===== config.mk =====
export PLATFORM = sky130hd
export DESIGN_NAME = pipe_stage_reg
export DESIGN_NICKNAME = d
export VERILOG_FILES = /design/src/rtl/pipe_pkg.sv /design/src/rtl/pipe_entry_reg.sv /design/src/rtl/pipe_stage_reg.sv
export SDC_FILE = /design/constraint.sdc
export NUM_CORES = 1
export LEC_CHECK = 0
export ABC_CLOCK_PERIOD_IN_PS = 2100
export CAP_MARGIN = 0
export CORE_UTILIZATION = 50
export CTS_CLUSTER_SIZE = 8
export DETAILED_ROUTE_END_ITERATION = 6
export GPL_ROUTABILITY_DRIVEN = 0
export MAX_ROUTING_LAYER = met4
export PLACE_DENSITY = 0.92
export SKIP_LAST_GASP = 1
export SLEW_MARGIN = 20
export SYNTH_ARGS = -nofsm -noshare
export SYNTH_HDL_FRONTEND = slang
export SYNTH_SLANG_ARGS = --single-unit

===== constraint.sdc =====
create_clock -name Clk -period 2.1 [get_ports Clk]
set_input_delay 0.42 -clock Clk [delete_from_list [all_inputs] [get_ports Clk]]
set_output_delay 0.42 -clock Clk [all_outputs]
set_load 0.02 [all_outputs]

===== src/rtl/pipe_pkg.sv =====
`default_nettype none
// ============================================================================
// Module   : pipe_pkg
// Purpose  : Shared definitions for the pipe_stage_reg family.
//            - occupancy state enum of the stage FSM
//            - stall-counter width
//            - canonical control/payload widths of every inter-stage latch,
//              so each stage instance is built with identical widths
// Revision : 1.0 - initial release
// ============================================================================
package pipe_pkg;

  // Occupancy of a pipeline stage: no entry, main only, main + skid.
  typedef enum logic [1:0] {
    ST_EMPTY = 2'd0,
    ST_ONE   = 2'd1,
    ST_TWO   = 2'd2
  } pipe_state_e;

  localparam int STALL_CNT_W = 32;

  // IF/ID : pc, pc+4, instruction
  localparam int IFID_CTRL_W  = 4;
  localparam int IFID_DATA_W  = 96;
  // ID/EX : pc, rs1/rs2 values, immediate, register indices, pc+4, spare
  localparam int IDEX_CTRL_W  = 16;
  localparam int IDEX_DATA_W  = 192;
  // EX/MEM: alu result, store data, pc+4, rd index
  localparam int EXMEM_CTRL_W = 8;
  localparam int EXMEM_DATA_W = 101;
  // MEM/WB: load data, alu result, rd index
  localparam int MEMWB_CTRL_W = 4;
  localparam int MEMWB_DATA_W = 69;

  // True when the stage currently presents an entry downstream.
  function automatic logic stage_has_entry(input pipe_state_e s);
    return (s != ST_EMPTY);
  endfunction

endpackage
`default_nettype wire


===== src/rtl/pipe_entry_reg.sv =====
`default_nettype none
// ============================================================================
// Module   : pipe_entry_reg
// Purpose  : One pipeline entry (control + payload) with independent clears.
//            Clears take priority over Load so a flush always wins.
// Ports    : Clk       in   rising-edge clock
//            Reset_n   in   asynchronous active-low reset (all zero)
//            Load      in   capture In_Ctrl / In_Data
//            Clr_Ctrl  in   zero the control field
//            Clr_Data  in   zero the payload field
//            In_Ctrl   in   CTRL_W control to capture
//            In_Data   in   DATA_W payload to capture
//            Out_Ctrl  out  CTRL_W held control
//            Out_Data  out  DATA_W held payload
// Revision : 1.0 - initial release
// ============================================================================
module pipe_entry_reg #(
  parameter int CTRL_W = 16,
  parameter int DATA_W = 192
) (
  input  logic              Clk,
  input  logic              Reset_n,
  input  logic              Load,
  input  logic              Clr_Ctrl,
  input  logic              Clr_Data,
  input  logic [CTRL_W-1:0] In_Ctrl,
  input  logic [DATA_W-1:0] In_Data,
  output logic [CTRL_W-1:0] Out_Ctrl,
  output logic [DATA_W-1:0] Out_Data
);

  logic [CTRL_W-1:0] ctrl_q, ctrl_d;
  logic [DATA_W-1:0] data_q, data_d;

  always_comb begin
    ctrl_d = ctrl_q;
    data_d = data_q;
    if (Clr_Ctrl) begin
      ctrl_d = '0;
    end else if (Load) begin
      ctrl_d = In_Ctrl;
    end
    if (Clr_Data) begin
      data_d = '0;
    end else if (Load) begin
      data_d = In_Data;
    end
  end

  always_ff @(posedge Clk or negedge Reset_n) begin
    if (!Reset_n) begin
      ctrl_q <= '0;
      data_q <= '0;
    end else begin
      ctrl_q <= ctrl_d;
      data_q <= data_d;
    end
  end

  assign Out_Ctrl = ctrl_q;
  assign Out_Data = data_q;

endmodule
`default_nettype wire


===== src/rtl/pipe_stage_reg.sv =====
`default_nettype none
// ============================================================================
// Module   : pipe_stage_reg
// Purpose  : Reusable pipeline-stage register with valid/ready handshake,
//            flush-to-bubble and optional two-entry skid buffer.
//            Control fields are zero whenever no valid entry is held.
// Params   : CTRL_W, DATA_W  field widths
//            SKID            1 = two entries, registered In_Ready
//                            0 = one entry, In_Ready = Out_Ready | ~Out_Valid
//            CLEAR_ON_FLUSH  1 = payload zeroed on flush, 0 = payload held
// Ports    : Clk, Reset_n (async active-low), Flush
//            In_Valid / In_Ready / In_Ctrl / In_Data     upstream side
//            Out_Valid / Out_Ready / Out_Ctrl / Out_Data downstream side
//            Stall_Count  out 32  cycles with Out_Valid & ~Out_Ready
// Macro    : PIPE_STAGE_STATS_EN - adds Stall_Count port and counter
// Revision : 1.0 - initial release
// ============================================================================
module pipe_stage_reg
  import pipe_pkg::*;
#(
  parameter int CTRL_W         = 16,
  parameter int DATA_W         = 192,
  parameter int SKID           = 1,
  parameter int CLEAR_ON_FLUSH = 1
) (
  input  logic              Clk,
  input  logic              Reset_n,
  input  logic              Flush,
  input  logic              In_Valid,
  output logic              In_Ready,
  input  logic [CTRL_W-1:0] In_Ctrl,
  input  logic [DATA_W-1:0] In_Data,
  output logic              Out_Valid,
  input  logic              Out_Ready,
  output logic [CTRL_W-1:0] Out_Ctrl,
  output logic [DATA_W-1:0] Out_Data
`ifdef PIPE_STAGE_STATS_EN
  ,
  output logic [STALL_CNT_W-1:0] Stall_Count
`endif
);

  pipe_state_e state_q, state_d;

  logic              out_valid;
  logic              in_xfer;
  logic              out_xfer;

  logic              main_load;
  logic              main_from_skid;
  logic              main_clr_ctrl;
  logic              main_clr_data;
  logic [CTRL_W-1:0] main_in_ctrl;
  logic [DATA_W-1:0] main_in_data;

  logic              skid_load;
  logic              skid_clr_ctrl;
  logic              skid_clr_data;
  logic [CTRL_W-1:0] skid_ctrl;
  logic [DATA_W-1:0] skid_data;

  assign out_valid = stage_has_entry(state_q);
  assign Out_Valid = out_valid;

  // An input offered during a flush is dropped, so it never counts as taken.
  assign in_xfer  = In_Valid & In_Ready & ~Flush;
  assign out_xfer = out_valid & Out_Ready;

  // --------------------------------------------------------------------------
  // Occupancy FSM: next state plus load/clear strobes for both entries.
  // --------------------------------------------------------------------------
  always_comb begin
    state_d        = state_q;
    main_load      = 1'b0;
    main_from_skid = 1'b0;
    main_clr_ctrl  = 1'b0;
    main_clr_data  = 1'b0;
    skid_load      = 1'b0;
    skid_clr_ctrl  = 1'b0;
    skid_clr_data  = 1'b0;

    if (Flush) begin
      // Any out-transfer this cycle has already been sampled downstream.
      state_d       = ST_EMPTY;
      main_clr_ctrl = 1'b1;
      skid_clr_ctrl = 1'b1;
      main_clr_data = (CLEAR_ON_FLUSH != 0);
      skid_clr_data = (CLEAR_ON_FLUSH != 0);
    end else begin
      case (state_q)
        ST_EMPTY: begin
          if (in_xfer) begin
            main_load = 1'b1;
            state_d   = ST_ONE;
          end
        end
        ST_ONE: begin
          case ({in_xfer, out_xfer})
            2'b11: begin
              main_load = 1'b1;
            end
            2'b10: begin
              // Without a skid, In_Ready implies Out_Ready here, so this
              // combination only arises in the two-entry build.
              if (SKID != 0) begin
                skid_load = 1'b1;
                state_d   = ST_TWO;
              end
            end
            2'b01: begin
              // Leaving a bubble: control must read as zero, payload kept.
              main_clr_ctrl = 1'b1;
              state_d       = ST_EMPTY;
            end
            default: begin
              state_d = ST_ONE;
            end
          endcase
        end
        ST_TWO: begin
          if (out_xfer) begin
            main_load      = 1'b1;
            main_from_skid = 1'b1;
            skid_clr_ctrl  = 1'b1;
            state_d        = ST_ONE;
          end
        end
        default: begin
          state_d = ST_EMPTY;
        end
      endcase
    end
  end

  always_ff @(posedge Clk or negedge Reset_n) begin
    if (!Reset_n) begin
      state_q <= ST_EMPTY;
    end else begin
      state_q <= state_d;
    end
  end

  // Main entry reloads from the skid on a drain, otherwise from upstream.
  assign main_in_ctrl = main_from_skid ? skid_ctrl : In_Ctrl;
  assign main_in_data = main_from_skid ? skid_data : In_Data;

  pipe_entry_reg #(
    .CTRL_W (CTRL_W),
    .DATA_W (DATA_W)
  ) u_main (
    .Clk      (Clk),
    .Reset_n  (Reset_n),
    .Load     (main_load),
    .Clr_Ctrl (main_clr_ctrl),
    .Clr_Data (main_clr_data),
    .In_Ctrl  (main_in_ctrl),
    .In_Data  (main_in_data),
    .Out_Ctrl (Out_Ctrl),
    .Out_Data (Out_Data)
  );

  generate
    if (SKID != 0) begin : g_skid
      logic in_ready_q, in_ready_d;

      // Ready is a flop so upstream never sees a combinational path from
      // Out_Ready; the skid entry absorbs the transfer already in flight.
      assign in_ready_d = (state_d != ST_TWO);

      always_ff @(posedge Clk or negedge Reset_n) begin
        if (!Reset_n) begin
          in_ready_q <= 1'b1;
        end else begin
          in_ready_q <= in_ready_d;
        end
      end

      assign In_Ready = in_ready_q;

      pipe_entry_reg #(
        .CTRL_W (CTRL_W),
        .DATA_W (DATA_W)
      ) u_skid (
        .Clk      (Clk),
        .Reset_n  (Reset_n),
        .Load     (skid_load),
        .Clr_Ctrl (skid_clr_ctrl),
        .Clr_Data (skid_clr_data),
        .In_Ctrl  (In_Ctrl),
        .In_Data  (In_Data),
        .Out_Ctrl (skid_ctrl),
        .Out_Data (skid_data)
      );
    end else begin : g_no_skid
      logic unused_skid;

      assign In_Ready    = Out_Ready | ~out_valid;
      assign skid_ctrl   = '0;
      assign skid_data   = '0;
      assign unused_skid = ^{skid_load, skid_clr_ctrl, skid_clr_data};
    end
  endgenerate

`ifdef PIPE_STAGE_STATS_EN
  // Back-pressure counter: saturating, immune to Flush, cleared by reset.
  logic [STALL_CNT_W-1:0] stall_count_q, stall_count_d;

  always_comb begin
    stall_count_d = stall_count_q;
    if (out_valid && !Out_Ready && (stall_count_q != {STALL_CNT_W{1'b1}})) begin
      stall_count_d = stall_count_q + {{(STALL_CNT_W-1){1'b0}}, 1'b1};
    end
  end

  always_ff @(posedge Clk or negedge Reset_n) begin
    if (!Reset_n) begin
      stall_count_q <= '0;
    end else begin
      stall_count_q <= stall_count_d;
    end
  end

  assign Stall_Count = stall_count_q;
`endif

endmodule
`default_nettype wire


## After elaboration in Yosys (flattened, before gate mapping)

Index checks and enable logic that the tools add are counted.

- Flip-flop bits (word level): 419

- Bitwise gates (word level): 4
- Reductions and logical operators: 6
- Equal/unequal tests: 6
- Mux-type cells: 30

Operator list:

| kind | count |
|---|---|
| 192-bit two-way mux | 5 |
| 16-bit two-way mux | 5 |
| 1-bit two-way mux | 14 |
| 2-bit one-hot mux with 3 select lines | 2 |
| 2-bit nonzero test | 5 |
| 2-bit equality test, second input constant | 3 |
| 2-bit two-way mux | 3 |
| 2-bit by 1-bit equality test with 1-bit output, second input constant | 2 |
| 1-bit bitwise AND | 3 |
| 1-bit one-hot mux with 3 select lines | 1 |
| 2-bit logical NOT | 1 |
| 2-bit inequality test, second input constant | 1 |
| 1-bit inverter | 1 |

## Depth between registers and ports, before layout

- Depth after elaboration: 8
- Depth in mapped cells: 11
- Mapped depth without buffers: 8

## Cells and area by module

A second synthesis with hierarchy kept.

- Cells, all modules: 1,600
- Area, all modules: 19,561.3 µm²

By module, submodules not included:

| module | times used | area each (µm²) | cells an instance | sequential area each (µm²) |
|---|---|---|---|---|
| pipe_entry_reg | 2 | 8,380.5 | 670 | 5,205.0 |
| pipe_stage_reg | 1 | 2,800.2 | 260 | 76.3 |

## Least setup slack after synthesis

Ideal clock, no wire load.

- Path type: register to register
- Start: register state_q[0]
- End: register u_main.data_q[170], in the netlist u_main.Out_Data[170]
- Arrival time: 1,984 ps
- Cell stages (with the launch flop): 11
- Data required time: 2,000 ps
- Clock period less this slack: 2,084 ps
- Path slack: 16 ps
- Setup time: 100 ps
- Cells stage by stage: dfrtp_1 or2_1 nand2_1 inv_1 ha_1 nand3b_1 o211ai_2 buf_4 buf_2 buf_4 a311oi_1

- Cells in the longest elaborated chain, start to end: 8

Ends and longest elaborated chain:

| item | line | RTL |
|---|---|---|
| start, declared | pipe_stage_reg.sv:43 | `pipe_state_e state_q, state_d;` |
| start signal, assigned | pipe_stage_reg.sv:139 | `state_q <= state_d;` |
| 2-bit nonzero test * | pipe_pkg.sv:37 | `return (s != ST_EMPTY);` |
| named net Out_Valid | pipe_stage_reg.sv:33 | `output logic Out_Valid,` |
| 1-bit bitwise AND * | pipe_stage_reg.sv:67 | `assign out_xfer = out_valid & Out_Ready;` |
| 1-bit two-way mux | pipe_stage_reg.sv:121 | `if (out_xfer) begin` |
| 1-bit two-way mux | pipe_stage_reg.sv:90 | `case (state_q)` |
| 1-bit two-way mux | pipe_stage_reg.sv:82 | `if (Flush) begin` |
| 192-bit two-way mux | pipe_stage_reg.sv:145 | `assign main_in_data = main_from_skid ? skid_data : In_Data;` |
| 192-bit two-way mux | pipe_entry_reg.sv:45 | `end else if (Load) begin` |
| 192-bit two-way mux | pipe_entry_reg.sv:43 | `if (Clr_Data) begin` |
| end signal, assigned | pipe_entry_reg.sv:56 | `data_q <= data_d;` |
| end, declared | pipe_entry_reg.sv:33 | `logic [DATA_W-1:0] data_q, data_d;` |

Mark *: on every way through the listed nets, which the timed path passes. The rest lies on a longest branch. The select of a mux whose other input is x is not followed.
A chain may end at the register's enable or synchronous reset.

## Final worst setup path

- Start: register g_skid.in_ready_q, in the netlist In_Ready
- End: register u_main.data_q[0], in the netlist u_main.Out_Data[0]

- Cells in the longest elaborated chain, start to end: 7

Ends and longest elaborated chain:

| item | line | RTL |
|---|---|---|
| start, declared | pipe_stage_reg.sv:164 | `logic in_ready_q, in_ready_d;` |
| start signal, assigned | pipe_stage_reg.sv:174 | `in_ready_q <= in_ready_d;` |
| 1-bit bitwise AND * (2 in a row) | pipe_stage_reg.sv:66 | `assign in_xfer = In_Valid & In_Ready & ~Flush;` |
| 2-bit equality test | pipe_stage_reg.sv:98 | `case ({in_xfer, out_xfer})` |
| 1-bit two-way mux | pipe_stage_reg.sv:98 |  |
| 1-bit one-hot mux with 3 select lines * | pipe_stage_reg.sv:90 |  |
| 1-bit two-way mux * | pipe_stage_reg.sv:82 |  |
| 2-bit nonzero test (no line) * | n/a |  |

Mark *: on every way between the ends. The rest lies on a longest branch, timed or not.

==> impl_metrics.json <==
{
  "start_util_pct": 50.8,
  "cts_num_sinks": 419,
  "setup_viol": 10,
  "synth_compound_area_share_pct": 21.8,
  "crit_buf_inv": 2,
  "clk_latency_ns": 0.57,
  "drtIter0Drc": 1315,
  "finalNetCount": 2296,
  "hold_path.class": "input pin to asynchronous set/reset pin",
  "drc": 0,
  "drive_gt1_share_pct": 9.79,
  "dp_slack_ns": -0.460,
  "slew_headroom_pct": 59.6,
  "crit_path_end_kind": "flip-flop",
  "root_buffer": "clkbuf_16",
  "crit_chain": "nand2_1 -> nor2_2 -> ha_1 -> nand3b_1 -> o211ai_4 -> buf_12 -> buf_12 -> nor2_1 -> a311oi_1",
  "io_buffer_count": 422,
  "yosys.area_share.simple_pct": 13.7,
  "cpMostUsedCell": "buf_12",
  "routedWlPerCell_microns": 22.5,
  "post-route-period-util_pct": 104,
  "r2r_slack_ns": -0.08,
  "grt_pass1_vias": 16700,
  "track_usage_pct": 32.5,
  "cp_top_family": "flip-flops",
  "ys.flop_type": "dfrtp_1",
  "violations": "negative setup slack",
  "status": "finished with violations",
  "setup_tns_ns": -0.304,
  "syn_area_per_cell_sq_um": 10.6,
  "yosysMostFrequentCell": "dfrtp_1",
  "die_y_microns": 189,
  "netlist_top_cells_count": "dfrtp_1, nand2_1, a22o_1",
  "wirelength_mm": 57.4,
  "fmax_mhz": 459,
  "reg2reg_from": "In_Ready",
  "yosysTopAreaCellShare_pct": 59.6,
  "ioPinCount": 423,
  "vdd_drop_max_uv": 683,
  "required_ns": 2.54,
  "die_x_microns": 189,
  "cts_max_level": 2,
  "synth_xor_area_share_pct": 0,
  "yosysUniqueCellTypes": 32,
  "grt_pass1_wl_mm": 89.8,
  "leakage_uw": 0.0109,
  "slowest_stage": "dfstp_2",
  "antenna_found_initial": 2,
  "cp_max_fo": 30,
  "synth_nets": 1867,
  "num_vias": 16000,
  "cts_tree": "yes",
  "r2r_end": "u_main.Out_Data[0]",
  "worstMarginPinSlew_ns": 0.606,
  "placed_area_sq_mm": 0.0231,
  "crit_type": "flip-flop to flip-flop",
  "final_max_slew_viol_count": 0,
  "p_total_uw": 20400,
  "synth_top_area_cell": "dfrtp_1",
  "viasPerCell": 6.26,
  "fin_worst_skew_ns": 0.0135,
  "ys_ff_latch": 419,
  "r2r_cells": 9,
  "core_sq_mm": 0.0345,
  "path_clk_slew_ns": 0.05,
  "globalRoute.totalOverflow": 0,
  "ys_top_cells_by_area": "dfrtp_1, a22o_1, a311oi_1, nand2_1, nor2_1",
  "synth.area.mux_share_pct": 0,
  "synthAdderAreaFrac_pct": 0.214,
  "arrival_ns": 2.62,
  "cts_buffers": 58,
  "synth_top_family_by_area": "compound AO/OA/AOI/OAI gates",
  "final_util_pct": 71.9,
  "antenna_left": 0,
  "clock_path_buffers": 3,
  "finalHoldViolCount": 0,
  "period_needed_ns": 2.18,
  "ys_warn_count": 0,
  "die_area_sq_mm": 0.0358,
  "dp_hpwl_mm": 37.1,
  "drt-pass1-iter-count": 5,
  "synth-edff-count": 0,
  "slowest_delay_ns": 0.54,
  "maxCapViolCount": 0,
  "area_delta_synth_final_pct": 41.5,
  "synth_cells": 1651,
  "rsz0062_at_grt": "yes",
  "power_density_mw_per_mm2": 820,
  "netlist_area_sq_mm": 0.0175,
  "finalInstanceArea_sq_mm": 0.0248,
  "fp-row-count": 68,
  "setup_slack_ns": -0.0808,
  "ys_seq_area_share_pct": 59.8,
  "async_flop_share_pct": 100,
  "grt_max_degree": 111,
  "startpoint_type": "flip-flop"
}
## placed cells by master, fill, tap and decap left out, types with 2 or more instances in the layout
master | Yosys | routed
a21oi_1 | 11 | 10
a22o_1 | 208 | 208
a311oi_1 | 190 | 175
a311oi_2 | 9 | 24
buf_12 | 0 | 57
buf_4 | 9 | 49
buf_6 | 4 | 2
clkbuf_1 | 53 | 11
clkbuf_16 | 0 | 61
clkdlybuf4s50_1 | 0 | 417
dfrtp_1 | 418 | 418
diode_2 | 0 | 2
ha_1 | 3 | 3
inv_1 | 2 | 2
nand2_1 | 404 | 404
nor2_1 | 201 | 201
o211ai_1 | 9 | 9
o21ai_0 | 9 | 9
or3_1 | 9 | 9
## where the power goes
part | total [uW] | internal [uW] | switching, uW
Sequential | 8750 | 8480 | 265
Combinational | 3240 | 1490 | 1750
Clock | 8370 | 5100 | 3270
## stage by stage
step                std cells  hold slack (ns)
floorplan                1651            0.124
global placement         2473            0.388
detailed placement       2473            0.391
CTS                      2548            0.389
global route             2550            0.416
finish                   2550            0.402
## layout make-up
type,instances,area [sq um]
Fill cell,2108,9720
Clock inverter,1,7.51
Inverter,3,11.3
Multi-Input combinational cell,1067,6390
Clock buffer,72,1570
Tap cell,455,569
Sequential cell,419,10500
Antenna cell,2,5.00
Timing Repair Buffer,531,5780
## how the worst max path moves through the flow
stage	start	endpoint	slack, ns	cells after the start
detailed placement	In_Valid	u_main.Out_Data[51]	-0.46	10
CTS	In_Ready	u_main.Out_Data[107]	-0.05	9
global route	In_Ready	u_main.Out_Data[0]	-0.18	9
finish	In_Ready	u_main.Out_Data[0]	-0.08	9
global placement	In_Valid	u_main.Out_Data[62]	-0.27	10
floorplan	state_q[0]	u_main.Out_Data[170]	0.02	10
## what timing repair did
item | 4_1_cts | 5_1_grt
setup endpoints to repair | 17 | 151
hold buffers | 1 | 0
resized for setup | 4 | 18
endpoints found under the hold margin | 35 | 0
pin swaps | 0 | 1
setup buffers | 1 | 0
## kinds of logic after synthesis
kind of cell    after synthesis
buf+inv                     165
compound gates              440
simple gates                624
flops                       419
fa+ha+maj                     3
## state kept, by name, summed over array words and instances (netlist names)
register / cells
g_skid.u_skid.Out_Ctrl: 16
state_q: 2
g_skid.u_skid.Out_Data: 192
u_main.Out_Ctrl: 16
u_main.Out_Data: 192
In_Ready: 1
## metal layers
layer | vias to the layer above | share of wire [%] | track usage [%]
met2 | 1002 | 49 | 52.6
met3 | 251 | 9.2 | 7.19
met4 | 0 | 5.6 | 17.2
li1 | 6799 | - | -
met5 | - | 0 | -
met1 | 7902 | 36 | 37.9
No activity file was read; power rests on OpenSTA's default activity.
